### config.mk
export PLATFORM = sky130hd
export DESIGN_NAME = svn_seg_mux
export DESIGN_NICKNAME = d
export VERILOG_FILES = /design/src/rtl/svn_seg_pkg.sv /design/src/rtl/svn_seg_dec.sv /design/src/rtl/svn_seg_mux.sv
export SDC_FILE = /design/constraint.sdc
export NUM_CORES = 1
export LEC_CHECK = 0
export CAP_MARGIN = 30
export CORE_MARGIN = 2
export CORE_UTILIZATION = 50
export DETAILED_ROUTE_END_ITERATION = 10
export GPL_TIMING_DRIVEN = 0
export PLACE_DENSITY_LB_ADDON = 0.2
export REMOVE_ABC_BUFFERS = 1
export SLEW_MARGIN = 25
export SYNTH_ARGS = -nofsm -noshare
export SYNTH_HDL_FRONTEND = slang
export SYNTH_HIERARCHICAL = 1
export SYNTH_SLANG_ARGS = --single-unit
### constraint.sdc
create_clock -name CLK -period 5.1 [get_ports CLK]
set_input_delay 1.275 -clock CLK [delete_from_list [all_inputs] [get_ports CLK]]
set_output_delay 1.275 -clock CLK [all_outputs]
set_load 0.005 [all_outputs]
### src/rtl/svn_seg_pkg.sv
// Shared constants for the multiplexed seven-segment driver: segment bit positions
// and the active-low glyph table (dp bit held off in every glyph).
package svn_seg_pkg;

    localparam int SEG_A  = 7;
    localparam int SEG_B  = 6;
    localparam int SEG_C  = 5;
    localparam int SEG_D  = 4;
    localparam int SEG_E  = 3;
    localparam int SEG_F  = 2;
    localparam int SEG_G  = 1;
    localparam int SEG_DP = 0;

    localparam logic [7:0] SEG_BLANK = 8'hFF;

    localparam logic [7:0] GLYPH_0 = 8'b0000001_1;
    localparam logic [7:0] GLYPH_1 = 8'b1001111_1;
    localparam logic [7:0] GLYPH_2 = 8'b0010010_1;
    localparam logic [7:0] GLYPH_3 = 8'b0000110_1;
    localparam logic [7:0] GLYPH_4 = 8'b1001100_1;
    localparam logic [7:0] GLYPH_5 = 8'b0100100_1;
    localparam logic [7:0] GLYPH_6 = 8'b0100000_1;
    localparam logic [7:0] GLYPH_7 = 8'b0001111_1;
    localparam logic [7:0] GLYPH_8 = 8'b0000000_1;
    localparam logic [7:0] GLYPH_9 = 8'b0000100_1;
    localparam logic [7:0] GLYPH_A = 8'b0001000_1;
    localparam logic [7:0] GLYPH_B = 8'b1100000_1;
    localparam logic [7:0] GLYPH_C = 8'b0110001_1;
    localparam logic [7:0] GLYPH_D = 8'b1000010_1;
    localparam logic [7:0] GLYPH_E = 8'b0110000_1;
    localparam logic [7:0] GLYPH_F = 8'b0111000_1;

endpackage

### src/rtl/svn_seg_dec.sv
// Combinational 4-bit code to 7-segment glyph {a..g}, 0 = lit.
// Codes 10..15 go dark when hex glyphs are disabled.
module svn_seg_dec
    import svn_seg_pkg::*;
(
    input  logic [3:0] code_i,
    input  logic       hex_en_i,
    output logic [6:0] glyph_o
);

    always_comb begin
        glyph_o = SEG_BLANK[SEG_A:SEG_G];
        case (code_i)
            4'h0: glyph_o = GLYPH_0[SEG_A:SEG_G];
            4'h1: glyph_o = GLYPH_1[SEG_A:SEG_G];
            4'h2: glyph_o = GLYPH_2[SEG_A:SEG_G];
            4'h3: glyph_o = GLYPH_3[SEG_A:SEG_G];
            4'h4: glyph_o = GLYPH_4[SEG_A:SEG_G];
            4'h5: glyph_o = GLYPH_5[SEG_A:SEG_G];
            4'h6: glyph_o = GLYPH_6[SEG_A:SEG_G];
            4'h7: glyph_o = GLYPH_7[SEG_A:SEG_G];
            4'h8: glyph_o = GLYPH_8[SEG_A:SEG_G];
            4'h9: glyph_o = GLYPH_9[SEG_A:SEG_G];
            4'hA: if (hex_en_i) glyph_o = GLYPH_A[SEG_A:SEG_G];
            4'hB: if (hex_en_i) glyph_o = GLYPH_B[SEG_A:SEG_G];
            4'hC: if (hex_en_i) glyph_o = GLYPH_C[SEG_A:SEG_G];
            4'hD: if (hex_en_i) glyph_o = GLYPH_D[SEG_A:SEG_G];
            4'hE: if (hex_en_i) glyph_o = GLYPH_E[SEG_A:SEG_G];
            4'hF: if (hex_en_i) glyph_o = GLYPH_F[SEG_A:SEG_G];
            default: glyph_o = SEG_BLANK[SEG_A:SEG_G];
        endcase
    end

endmodule

### src/rtl/svn_seg_mux.sv
// Time-multiplexed NUM_DIGITS seven-segment driver with tear-free shadow data,
// leading-zero blanking and a per-slot dead time on the digit enables.
module svn_seg_mux
    import svn_seg_pkg::*;
#(
    parameter int NUM_DIGITS    = 4,
    parameter int CLK_DIV       = 50000,
    parameter int BLANK_CYCLES  = 2,
    parameter int HEX_EN        = 1,
    parameter int AN_ACTIVE_LOW = 1
) (
    input  logic                    CLK,
    input  logic                    RST,
    input  logic [4*NUM_DIGITS-1:0] DATA,
    input  logic [NUM_DIGITS-1:0]   DP,
    input  logic                    LOAD,
    input  logic                    LZ_BLANK,
    output logic [7:0]              SEG,
    output logic [NUM_DIGITS-1:0]   AN,
    output logic                    FRAME
);

    localparam int CNT_W = $clog2(CLK_DIV);
    localparam int D_W   = (NUM_DIGITS > 1) ? $clog2(NUM_DIGITS) : 1;
    localparam int DW    = 4 * NUM_DIGITS;
    localparam logic [CNT_W-1:0] CNT_LAST = CNT_W'(CLK_DIV - 1);
    localparam logic [D_W-1:0]   D_LAST   = D_W'(NUM_DIGITS - 1);
    localparam logic             AN_ON    = (AN_ACTIVE_LOW != 0) ? 1'b0 : 1'b1;

    logic [CNT_W-1:0]      cnt_q, cnt_d;
    logic [D_W-1:0]        d_q, d_d;
    logic [DW-1:0]         sh_q, sh_d, pd_q, pd_d;
    logic [NUM_DIGITS-1:0] shdp_q, shdp_d, pddp_q, pddp_d;
    logic                  pend_q, pend_d;
    logic [7:0]            seg_q, seg_d;
    logic [NUM_DIGITS-1:0] an_q, an_d;
    logic                  frame_q;

    logic       slot_end, wrap, dead;
    logic [3:0] sel_code;
    logic       sel_dp, sel_lz, lz_run;
    logic [6:0] glyph;

    // ---------------- slot / digit counters ----------------
    assign slot_end = (cnt_q == CNT_LAST);
    assign wrap     = slot_end && (d_q == D_LAST);

    always_comb begin
        cnt_d = cnt_q + CNT_W'(1);
        d_d   = d_q;
        if (slot_end) begin
            cnt_d = '0;
            d_d   = (d_q == D_LAST) ? '0 : d_q + D_W'(1);
        end
    end

    // ---------------- pending / shadow data ----------------
    // Shadow only changes on the frame wrap so a scan never shows mixed data.
    always_comb begin
        sh_d   = sh_q;
        shdp_d = shdp_q;
        pd_d   = pd_q;
        pddp_d = pddp_q;
        pend_d = pend_q;
        if (wrap) begin
            pend_d = 1'b0;
            if (LOAD) begin
                sh_d   = DATA;
                shdp_d = DP;
            end else if (pend_q) begin
                sh_d   = pd_q;
                shdp_d = pddp_q;
            end
        end else if (LOAD) begin
            pd_d   = DATA;
            pddp_d = DP;
            pend_d = 1'b1;
        end
    end

    // ---------------- digit select and leading-zero detect ----------------
    // Walk from the most significant digit down; lz_run stays set while every
    // digit from the top down to i is zero.
    always_comb begin
        sel_code = '0;
        sel_dp   = 1'b0;
        sel_lz   = 1'b0;
        lz_run   = 1'b1;
        for (int i = NUM_DIGITS - 1; i >= 0; i--) begin
            lz_run = lz_run & (sh_q[4*i +: 4] == 4'h0);
            if (d_q == D_W'(i)) begin
                sel_code = sh_q[4*i +: 4];
                sel_dp   = shdp_q[i];
                sel_lz   = lz_run && (i != 0);
            end
        end
    end

    svn_seg_dec u_dec (
        .code_i   (sel_code),
        .hex_en_i (HEX_EN != 0),
        .glyph_o  (glyph)
    );

    generate
        if (BLANK_CYCLES == 0) begin : g_no_dead
            assign dead = 1'b0;
        end else begin : g_dead
            assign dead = (cnt_q < CNT_W'(BLANK_CYCLES));
        end
    endgenerate

    // ---------------- output stage ----------------
    always_comb begin
        seg_d             = SEG_BLANK;
        seg_d[SEG_A:SEG_G] = glyph;
        seg_d[SEG_DP]     = ~sel_dp;
        if (LZ_BLANK && sel_lz)
            seg_d = SEG_BLANK;
        for (int i = 0; i < NUM_DIGITS; i++)
            an_d[i] = (!dead && (d_q == D_W'(i))) ? AN_ON : ~AN_ON;
    end

    always_ff @(posedge CLK) begin
        if (RST) begin
            cnt_q   <= '0;
            d_q     <= '0;
            sh_q    <= '0;
            shdp_q  <= '0;
            pd_q    <= '0;
            pddp_q  <= '0;
            pend_q  <= 1'b0;
            seg_q   <= SEG_BLANK;
            an_q    <= {NUM_DIGITS{~AN_ON}};
            frame_q <= 1'b0;
        end else begin
            cnt_q   <= cnt_d;
            d_q     <= d_d;
            sh_q    <= sh_d;
            shdp_q  <= shdp_d;
            pd_q    <= pd_d;
            pddp_q  <= pddp_d;
            pend_q  <= pend_d;
            seg_q   <= seg_d;
            an_q    <= an_d;
            frame_q <= wrap;
        end
    end

    assign SEG   = seg_q;
    assign AN    = an_q;
    assign FRAME = frame_q;

endmodule

==> results of run 1 <==
through the flow:
stage               cells  power, mW  utilization, %
floorplan             389      0.643               -
global placement      524      0.684            55.2
detailed placement    531      0.688            56.4
CTS                   547       1.07            58.7
global route          547       1.11            58.8
finish                547       1.06            58.8
metal layers:
layer / share of wire, % / track usage [%] / vias up
li1: - / - / 1568
met1: 49 / 28.7 / 1402
met2: 45 / 32.4 / 63
met3: 4.1 / 5.26 / 12
met4: 1.7 / 7.06 / 0
met5: 0 / 0 / -
area by class of cell:
type                            count  area, µm²  share of cell area [%]
Inverter                            9       33.8                   0.805
Sequential cell                    72       1440                    34.4
Clock buffer                       11        131                    3.13
Clock inverter                      5       33.8                   0.805
Multi-Input combinational cell    308       2000                    47.7
Tap cell                           99        124                    2.95
Timing Repair Buffer               43        430                    10.3
logic make-up (layout without fill, tap and decap cells):
kind of cell	count (synthesis)	after routing
and+or+nand+nor	177	177
DFF	72	72
AOI/OAI and AO/OA	66	66
buffers and inverters	52	68
muxes	45	45
xor gates and xnor gates	14	14
adders and majority gates	5	5
other	1	1
cell usage after synthesis, types with 5 or more instances:
library cell  number
a21oi_1           16
a31oi_1           22
and3b_1            5
buf_2              7
clkbuf_1          32
dfxtp_1           72
ha_1               5
inv_1              9
mux2_2            24
mux2i_1           21
nand2_1           57
nand3_1            6
nand4_1            8
nor2_1            21
nor3_1            23
nor4_1            29
o21ai_0           13
or2_2              8
xnor2_1            6
xor2_1             8
worst min path at each step:
stage               startpoint  endpoint  cells after the start
floorplan             cnt_q[0]  cnt_q[0]                      1
detailed placement    pd_q[14]  pd_q[14]                      2
finish                pd_q[10]  pd_q[10]                      2
global route           pd_q[4]   pd_q[4]                      2
global placement       pd_q[0]   pd_q[0]                      2
CTS                   pd_q[10]  pd_q[10]                      2
sequential cells by signal, indices dropped and copies added, names as in the netlist:
name,cells
pd_q,16
SEG,8
pend_q,1
AN,4
cnt_q,16
d_q,2
sh_q,16
shdp_q,4
pddp_q,4
FRAME,1
worst register-to-register path, delay by kind of cell, from the launching register on:
kind / cells / cell delay (ns)
compound gates: 1 / 0.68
flops: 1 / 0.36
simple gates: 3 / 1.50
where the power goes:
part	total [mW]	internal (mW)	leakage (nW)	switching [mW]
Sequential	0.586	0.578	0.588	0.00799
Clock	0.388	0.176	0.0793	0.212
Combinational	0.0898	0.0494	0.837	0.0404
==> impl_metrics.py, run 1 <==
metrics = {
    "global_routing": {
        "grt_pass1_wl_mm": 13.0,
        "antenna_found_initial": 0,
        "track_usage_pct": 21.0,
        "grt_pass1_vias": 2758,
        "grt-ovfl-total": 0,
        "grt_max_degree": 43,
    },
    "route": {
        "routedWlPerCell_um": 13.9,
        "viasPerCell": 5.57,
        "drt-initial-drc-count": 104,
        "via_count": 3045,
        "drc_errors": 0,
        "first_pass_iters": 4,
        "drt-total-wl_mm": 7.60,
        "ant_nets": 0,
    },
    "synth": {
        "ys_seq_area_share_pct": 39.8,
        "synth_compound_area_share_pct": 11.0,
        "yosysUniqueCellTypes": 46,
        "async_flop_share_pct": 0,
        "yosys-top-cells-area": "dfxtp_1 (40%), mux2_2 (7.5%), nand2_1 (5.9%), mux2i_1 (5.8%), nor4_1 (5.0%)",
        "netlist.area_leader.share_pct": 39.8,
        "yosys_warnings": 6,
        "synth_edf_count": 0,
        "synth_top_area_cell": "dfxtp_1",
        "synth_flop_cell": "dfxtp_1",
        "synthAdderAreaFrac_pct": 1.73,
        "synth-simple-area-share_pct": 25.1,
        "synth_top_family_by_area": "simple AND/OR/NAND/NOR gates",
        "synth_xor_area_share_pct": 3.38,
        "synth-seq-cells": 72,
        "synth.area.mux_share_pct": 13.3,
        "synthesis.area_um2": 3630,
        "synthCells": 432,
        "synth_area_per_cell_um2": 8.39,
    },
    "floorplanning": {
        "die_x_um": 89.2,
        "start_util_pct": 50.8,
        "fp.dieH_um": 89.2,
        "dieArea_um2": 7950,
        "core_area_um2": 7140,
        "num_rows": 31,
        "io_pins": 37,
    },
    "worst_setup_path": {
        "end_kind": "register",
        "slowest_delay_ns": 0.68,
        "arrival_ns": 3.69,
        "crit_end": "SEG[0]",
        "crit_chain": "clkdlybuf4s50_1 > buf_8 > inv_2 > o21ai_0 > or2_2",
        "cp_num_buf_inv": 3,
        "ff2ff_path_depth": 4,
        "crit_fanout": 42,
        "reg2reg_to": "cnt_q[11]",
        "worstReg2RegStart": "cnt_q[4]",
        "path_delay_family": "buffers and inverters",
        "start_kind": "input pin",
        "critPathSlowestCell": "clkdlybuf4s50_1",
        "cp-startpoint": "RST",
        "crit_type": "input pin to register",
        "reg2reg_slack_ns": 2.43,
        "required_ns": 5.34,
        "cp.depth": 5,
    },
    "min_path": {
        "worstHoldPathType": "register to register",
    },
    "power": {
        "p_per_area_nw_per_um2": 253,
        "p_leak_nw": 1.50,
        "peakVddDrop_mv": 0.149,
    },
    "sta": {
        "setup-violations-final": 0,
        "slew_headroom_pct": 40.6,
        "fmax_ghz": 0.290,
        "hold_viol_final": 0,
        "drv_slew": 0,
        "rsz0062_at_grt": "false",
        "layout_setup_ws_ns": 1.65,
        "post-route-period-util_pct": 67.6,
        "timing.setup.tns_ns": 0,
        "fin_crit_ns": 3.45,
        "fin_skew_ns": 0.0144,
        "whs_ns": 0.458,
        "tightest_slew_ns": 0.892,
    },
    "cells_and_area": {
        "syn_to_final_growth_pct": 15.7,
        "drive_gt1_share_pct": 14.3,
        "nets": 472,
        "final_common_cell": "dfxtp_1",
        "finalInstanceArea_um2": 4190,
        "final_cell_mix": "dfxtp_1 (72), nand2_1 (57), clkdlybuf4s50_1 (36)",
        "fillers": 661,
        "n_antenna_cell": 0,
    },
    "place": {
        "placed_area_um2": 4030,
        "io_buffers": 36,
        "pre_cts_ws_ns": 1.30,
        "place.gp.congestion": 0.825,
        "hpwl_mm": 5.10,
    },
    "cts": {
        "cts_hold_buffers": 0,
        "cts_setup_buffers": 0,
        "cts_sinks": 72,
        "numCtsBuffers": 9,
        "path_clk_slew_ns": 0.07,
        "cts_max_level": 3,
        "cts_tree": "yes",
        "cts_resized": 0,
        "clockBufferDepth": 2,
        "clk_latency_ns": 0.36,
        "cts-root-buf": "clkbuf_8",
    },
    "status": {
        "status": "finished clean",
    },
    "flow_run": {
        "maxCapViolCount": 0,
    },
}
Note: power is estimated with default switching activity, not from simulation.
==> run 2: changes to the inputs <==
- clock period: 5.1 -> 3.3 ns (I/O delays scaled with it)
==> results of run 2 <==
The final DEF is identical to that of run 1. Status: finished clean.
Main changes from that run: setup slack after placement 1.30 ns -> -0.0505 ns; setup slack after layout 1.65 ns -> 0.301 ns; register-to-register setup slack 2.43 ns -> 0.63 ns; total power 1.06 mW -> 1.64 mW; worst IR drop on VDD 0.149 mV -> 0.231 mV
